## src/rtl/itof.sv

```systemverilog
// Signed 32-bit integer to IEEE-754 single converter, round-to-nearest-even.
// Four register ranks (S1, S2, S3, y), so a result appears three edges after its input is sampled.
module itof (
  input  logic        clk,
  input  logic        rst,
  input  logic [31:0] x,
  input  logic        x_valid,
  output logic [31:0] y,
  output logic        y_valid
);

  // S1: sign, magnitude, zero flag
  logic        v1;
  logic        s1;
  logic        z1;
  logic [31:0] m1;

  // S2: normalized magnitude (implicit one dropped), biased exponent
  logic        v2;
  logic        s2;
  logic        z2;
  logic [30:0] n2;
  logic [7:0]  e2;

  // S3: rounded and packed result
  logic        v3;
  logic [31:0] r3;

  logic [4:0]  lz;
  logic [30:0] n_shift;
  logic [7:0]  e_calc;

  logic [22:0] f;
  logic        g;
  logic        st;
  logic        l;
  logic        r;
  logic [23:0] f_sum;
  logic [7:0]  e_rnd;
  logic [22:0] f_rnd;
  logic [31:0] res;

  always_ff @(posedge clk) begin
    if (rst) begin
      v1 <= 1'b0;
      s1 <= 1'b0;
      z1 <= 1'b0;
      m1 <= '0;
    end else begin
      v1 <= x_valid;
      s1 <= x[31];
      z1 <= (x == 32'd0);
      m1 <= x[31] ? (~x + 32'd1) : x;
    end
  end

  // Leading-zero count: the highest set bit wins because it is visited last.
  always_comb begin
    lz = 5'd0;
    for (int i = 0; i < 32; i++) begin
      if (m1[i]) lz = 5'(31 - i);
    end
    n_shift = m1[30:0] << lz;
    e_calc  = 8'd158 - {3'b000, lz};
  end

  always_ff @(posedge clk) begin
    if (rst) begin
      v2 <= 1'b0;
      s2 <= 1'b0;
      z2 <= 1'b0;
      n2 <= '0;
      e2 <= '0;
    end else begin
      v2 <= v1;
      s2 <= s1;
      z2 <= z1;
      n2 <= n_shift;
      e2 <= e_calc;
    end
  end

  // Round-to-nearest-even; a mantissa carry-out bumps the exponent.
  always_comb begin
    f     = n2[30:8];
    g     = n2[7];
    st    = |n2[6:0];
    l     = n2[8];
    r     = g & (st | l);
    f_sum = {1'b0, f} + {23'd0, r};
    if (f_sum[23]) begin
      f_rnd = 23'd0;
      e_rnd = e2 + 8'd1;
    end else begin
      f_rnd = f_sum[22:0];
      e_rnd = e2;
    end
    res = z2 ? 32'h0000_0000 : {s2, e_rnd, f_rnd};
  end

  always_ff @(posedge clk) begin
    if (rst) begin
      v3 <= 1'b0;
      r3 <= '0;
    end else begin
      v3 <= v2;
      r3 <= res;
    end
  end

  always_ff @(posedge clk) begin
    if (rst) begin
      y       <= '0;
      y_valid <= 1'b0;
    end else begin
      y_valid <= v3;
      if (v3) y <= r3;
    end
  end

endmodule
```

## config.mk

```make
export PLATFORM = sky130hd
export DESIGN_NAME = itof
export DESIGN_NICKNAME = d
export VERILOG_FILES = /design/src/rtl/itof.sv
export SDC_FILE = /design/constraint.sdc
export NUM_CORES = 1
export LEC_CHECK = 0
export CAP_MARGIN = 25
export CORE_ASPECT_RATIO = 0.5
export CORE_MARGIN = 4
export CORE_UTILIZATION = 52
export DETAILED_ROUTE_END_ITERATION = 10
export PLACE_DENSITY_LB_ADDON = 0.1
export SETUP_SLACK_MARGIN = 0.3
export SLEW_MARGIN = 10
export SYNTH_ARGS = -nofsm -noshare
export SYNTH_HDL_FRONTEND = slang
export SYNTH_SLANG_ARGS = --single-unit
```

## constraint.sdc

```tcl
create_clock -name clk -period 2.7 [get_ports clk]
set_input_delay 0.27 -clock clk [delete_from_list [all_inputs] [get_ports clk]]
set_output_delay 0.27 -clock clk [all_outputs]
set_load 0.005 [all_outputs]
```

==> metrics.txt, run 1 <==
RSZ-0062 raised after global routing=true; clock slew at reported path FFs=0.06 ns; R2R Path End=n2[28]; Final Max Slew Viols=0; Final Hold Viols=0; Root Buffer=clkbuf_16; clock skew=0.01140 ns; Synth area leaders=dfxtp_1 38%, mux2i_1 6.8%, nor2_1 6.6%; port bufs=67; htree depth=4; routability cong.=roughly 0.93; Wirelength per Cell=17.84 um; CP max FO=8; DR vias=about 7400; post-DP HPWL=14.37 mm; GRT Overall Usage=24.98%; # hold bufs at CTS=0; initial DRC count=650; global-route wire length before repair=34.02 mm; crit path capture=n2[28]; Rows=30; WS Path Type=reg -> reg; ys flop type=dfxtp_1; Ys Warns=0; crit path from=m1[1]; asr flop ratio synth=0%; syn_area_per_cell=8.621 um2; status=complete, but fails checks; P_leak=~4.3 nW; total power=between 0.007 and 0.008 W; CP Data Required Time=2.99 ns; sequential-to-total area share from yosys stat=between 30% and 40%; violated checks=setup timing; library cells used by synthesis=79; Mapped Area=~0.0076 mm2; ANT nets after route=0; die span in y=between 90 and 100 um; Worst Tran Pin Value=0.9737 ns; Post-Syn Instances=876; share of cells above drive strength 1=33.36%; initial antenna violation count=0; largest net degree at the start of global routing=44; peak supply drop=around 0.57 mV; Ports=68; GRT overflow=0; Relative slew margins=35.09%; Final min period=2.786 ns; final setup fails=6; top-area cell type share of the netlist area=a little under two fifths; Initial Utilization=54.38%; Max Cap Violations=0; CTS Sinks=143; Die W=178.4 um; Critical Path AT=about 3.1 ns; Area Overhead vs Synth=44.00%; Power Dens Cells=~670 mW/mm2; total CTS buffers=17; worst hold path type=in -> reg; origin of the critical flop-to-flop path=m1[1]; EDFF count, synth=0; antenna cells=0; core area=roughly 0.014 mm2; DR DRC count=0; vias in the first global route=6989; R2R depth=12; syn nets=between 900 and 1000; setup slack after layout=-0.08552 ns; CTS tree=done; Fin Setup TNS=-0.3065 ns; top cell type by total area after synthesis=dfxtp_1; f_max=between 0.3 and 0.4 GHz; clk_lat worst skew=0.42 ns; synthesis-stage register bit count=143; Final Cycle Share=103.2%; First-pass DRT Iterations=5; die area=0.01663 mm2; worst reg2reg setup slack=-0.09 ns; routed vias/inst=5.853; crit path capture type=register; Longest Clk Path Bufs=2; drt total wl=22.62 mm; # nets final=1102; startpoint types=register
-- registers in the layout, summed over array words and instances, names as in the netlist --
register  flops
y_valid       1
r3           32
m1           32
v2            1
z2            1
s2            1
n2           31
z1            1
y            32
e2            8
v3            1
s1            1
v1            1
-- cells by family (layout without fill, tap and decap cells) --
logic type	Yosys count	count (layout)	synth area share, %
AO/OA/AOI/OAI	183	184	17.48
XOR/XNOR	57	57	6.610
adder cells (fa/ha/maj)	4	4	0.6627
buffers and inverters	81	280	5.153
flip-flops	143	143	37.91
multiplexers	64	64	8.996
AND/OR/NAND/NOR	344	344	23.19
-- worst max-delay path, cell delays in order, from the launching register on --
cell      delay [ns]
dfxtp_1         0.31
buf_4           0.18
nor4_2          0.30
buf_4           0.20
o211ai_1        0.08
buf_4           0.19
buf_4           0.15
nand4_1         0.16
nand3_2         0.11
mux2_4          0.30
mux2_4          0.31
a221oi_4        0.27
o22ai_2         0.11
-- how the worst min path moves through the flow --
stage | slack, ns | cells past startpoint | endpoint | start
finish | 0.23 | 4 | m1[9] | x[9]
global route | 0.23 | 2 | n2[17] | rst
CTS | 0.22 | 2 | n2[17] | rst
detailed placement | 0.40 | 2 | r3[31] | s2
global placement | 0.41 | 2 | r3[31] | s2
floorplan | 0.39 | 2 | r3[31] | s2
-- layout by cell type (no fill, tap or decap), types with 10 or more instances in the layout --
master           netlist  layout
nand2_1               54      51
nand4_1               14      14
nor2_1               133     130
o31ai_1               14      12
mux2i_2                0      10
dlymetal6s2s_1         0      10
nor3_1                30      15
a21oi_1               23      17
o21ai_0               34      21
dfxtp_1              143     133
nor3_2                 0      13
mux2_4                 3      12
mux2i_1               51      38
nand3_1               31      24
inv_1                 16      16
o21ai_1                8      12
xor2_1                47      47
buf_6                  6      19
buf_4                  5     136
nor2b_1               15      14
clkbuf_16              0      17
xnor2_1               10      10
clkdlybuf4s50_1        0      56
-- cells in the mapped netlist (10+ instances only) --
master and n:
nor2_1 133, xor2_1 47, xnor2_1 10, nand4_1 14
a21oi_1 23, buf_2 17, clkbuf_1 30, dfxtp_1 143
o31ai_1 14, mux2i_1 51, nand3_1 31, inv_1 16
or3_1 10, a211oi_1 20, nor3_1 30, o22ai_1 10
nand2_1 54, o21ai_0 34, nor2b_1 15
-- timing repair --
action,in CTS,in global routing
gates resized for setup,88,106
pin swaps,31,48
endpoints found under the setup margin,33,37
buffers inserted,25,17
gates cloned,3,0
-- report_power, final --
part	total, W	internal [W]	switching (W)
clock network	0.00235	0.00132	0.00103
registers	0.00248	0.00231	0.000163
logic	0.00246	0.00117	0.00130
total	0.00729	0.00480	0.00249
-- per-stage QoR --
step	setup slack [ns]	utilization [%]	instance area (um2)	hold WS (ns)	instances
after floorplan	0.2215	-	7597	0.3936	876
after global placement	-0.1766	65.59	9109	0.4053	1191
after detailed placement	-0.1982	65.59	9109	0.4022	1191
after CTS	0.02890	74.28	10320	0.2204	1251
after global routing	-0.1951	78.31	10880	0.2332	1268
final	-0.08552	78.31	10880	0.2295	1268
-- per-layer routing --
| layer | vias to the layer above | global-route usage (%) | share of wire (%) |
|---|---|---|---|
| met1 | 3427 | 33.53 | 43 |
| met2 | 382 | 41.18 | 46 |
| met5 | - | 0 | 0 |
| met3 | 88 | 4.241 | 7.2 |
| li1 | 3524 | - | - |
| met4 | 0 | 8.041 | 3.8 |
-- area by class of cell --
class | instances | area, um2
clock buffer | 17 | 425.4
clock inverter | 15 | 170.2
fill | 906 | 3013
inverter | 18 | 72.57
multi-input combinational | 653 | 5034
sequential | 143 | 2880
tap | 192 | 240.2
timing repair buffer | 229 | 2046
timing repair inverter | 1 | 7.507
Note: power is estimated with default switching activity, not from simulation.
==> run 2: changes to the inputs <==
- SLEW_MARGIN: 10 -> 20
==> results of run 2 <==
Same layout as run 1: the final DEF is identical, and so are final timing and power.
==> run 3: changes to the inputs <==
- CORE_ASPECT_RATIO: 0.5 -> 0.75
==> metrics.txt, run 3 (same netlist as run 1, synthesis figures left out) <==
fin util=79.57%; commonest non-fill, non-tap cell in the layout=buf_4; Final Hold Viols=0; DR vias=7729; Comb pwr share=35.4%; Area Overhead vs Synth=47.30%; Rows=37; WS Path Type=reg -> reg; Fin Setup TNS=-1.959 ns; Worst Tran Pin Value=1.005 ns; Final Max Slew Viols=0; clock skew=0.008481 ns; die area=about 0.017 mm2; routability cong.=0.9173; GRT Overall Usage=27.62%; port bufs=67; global-route wire length before repair=37.57 mm; antenna cells=0; core area=0.01398 mm2; post-DP HPWL=16.18 mm; most frequent cells in the layout=169 x buf_4, 136 x dfxtp_1, 129 x nor2_1; RSZ-0062 raised after global routing=true; CTS Sinks=around 140; Critical Path AT=around 3.2 ns; violated checks=setup timing; drt total wl=24.85 mm; Wirelength per Cell=18.99 um; top flop regs=m1 x32, r3 x32, y x32; worst reg2reg setup slack=-0.18 ns; vias in the first global route=7446; largest net degree at the start of global routing=44; Initial Utilization=between 50% and 60%; Ports=68; f_max=approximately 0.35 GHz; htree depth=4; First-pass DRT Iterations=6; CTS tree=done; dpl ws=-0.3662 ns; P_leak=approximately 4.4 nW; Root Buffer=clkbuf_16; clk_lat worst skew=0.42 ns; DR DRC count=0; Longest Clk Path Bufs=2; routed vias/inst=5.905; # hold bufs at CTS=0; clock slew at reported path FFs=0.06 ns; crit path capture type=register; initial DRC count=759; Hold Path Depth=4; # nets final=1140; peak supply drop=~0.65 mV; final setup fails=24; ANT nets after route=0; setup slack after layout=-0.1780 ns; Final min period=2.878 ns; status=complete, but fails checks; startpoint types=register; Hold Path Sink=m1[8]; GRT overflow=0; initial antenna violation count=0; clock network fraction of total power=about a third; R2R depth=11; total CTS buffers=17; share of cells above drive strength 1=34.02%; Flop pwr share=between 30% and 40%; origin of the critical flop-to-flop path=m1[21]; Max Cap Violations=0; Switching Power=about 0.0026 W; Min-Delay Startpoint=x[8]; die span in y=112.4 um; Final Cycle Share=106.6%; R2R Path End=n2[29]; Power Dens Cells=686.8 mW/mm2; Relative slew margins=about 33%; Internal=0.005041 W; sw frac=34.02%; worst hold path type=in -> reg; Die W=approximately 150 um; CP max FO=4; CP Data Required Time=2.98 ns
==> run 3: cell type report <==
type / count / area, um2
fillers: 911 / 2856
inverters: 18 / 75.07
clock buffers: 17 / 425.4
clock inverters: 15 / 196.4
flip-flops and latches: 143 / 2874
multi-input cells: 653 / 4962
well taps: 195 / 244.0
repair buffers: 268 / 2347
==> run 3: worst max-delay path, stage by stage, from the launching register on <==
cell and delay (ns):
dfxtp_4 0.35, nor4_4 0.32, nor3b_4 0.29, o41ai_4 0.14, buf_4 0.17, a21oi_4 0.24
buf_12 0.17, mux2_4 0.32, a22o_4 0.27, a211oi_2 0.21, buf_4 0.16, o311ai_2 0.09
==> run 3: how the worst max path moves through the flow <==
stage / end / from / slack [ns]
2_1_floorplan: n2[28] / m1[16] / 0.22
3_3_place_gp: m1[29] / x[5] / -0.32
3_5_place_dp: m1[29] / x[5] / -0.37
4_1_cts: n2[28] / m1[17] / -0.06
5_1_grt: n2[25] / m1[21] / -0.25
6_report: n2[29] / m1[21] / -0.18
==> run 3: per-layer routing <==
layer | vias up | part of all wire, % | global-route usage (%)
li1 | 3601 | - | -
met1 | 3700 | 44 | 39.58
met2 | 363 | 46 | 43.22
met3 | 65 | 7.7 | 5.085
met4 | 0 | 2.2 | 7.014
met5 | - | 0 | 0
==> run 3: power groups by stage <==
stage | logic, W | clock network [W] | registers (W)
2_1_floorplan | 0.00116 | 0 | 0.00247
3_3_place_gp | 0.00190 | 0 | 0.00250
3_5_place_dp | 0.00193 | 0 | 0.00251
4_1_cts | 0.00228 | 0.00246 | 0.00247
5_1_grt | 0.00285 | 0.00258 | 0.00251
6_report | 0.00271 | 0.00245 | 0.00248
==> run 3: timing repair <==
| item | CTS | global route |
|---|---|---|
| endpoints found under the setup margin | 39 | 44 |
| hold endpoints to repair | 0 | 0 |
| gates resized for setup | 97 | 81 |
| pin swaps | 40 | 33 |
| gates cloned | 1 | 1 |
| setup buffers | 32 | 18 |
==> run 3: per-stage QoR <==
step / cells / power [W] / hold WS [ns] / instance area, um2
3_5_place_dp: 1225 / 0.004435 / 0.4257 / 9308
6_report: 1309 / 0.007641 / 0.2441 / 11120
3_3_place_gp: 1225 / 0.004399 / 0.4122 / 9308
5_1_grt: 1309 / 0.007928 / 0.2708 / 11120
4_1_cts: 1290 / 0.007206 / 0.2317 / 10620
2_1_floorplan: 876 / 0.003631 / 0.3936 / 7597
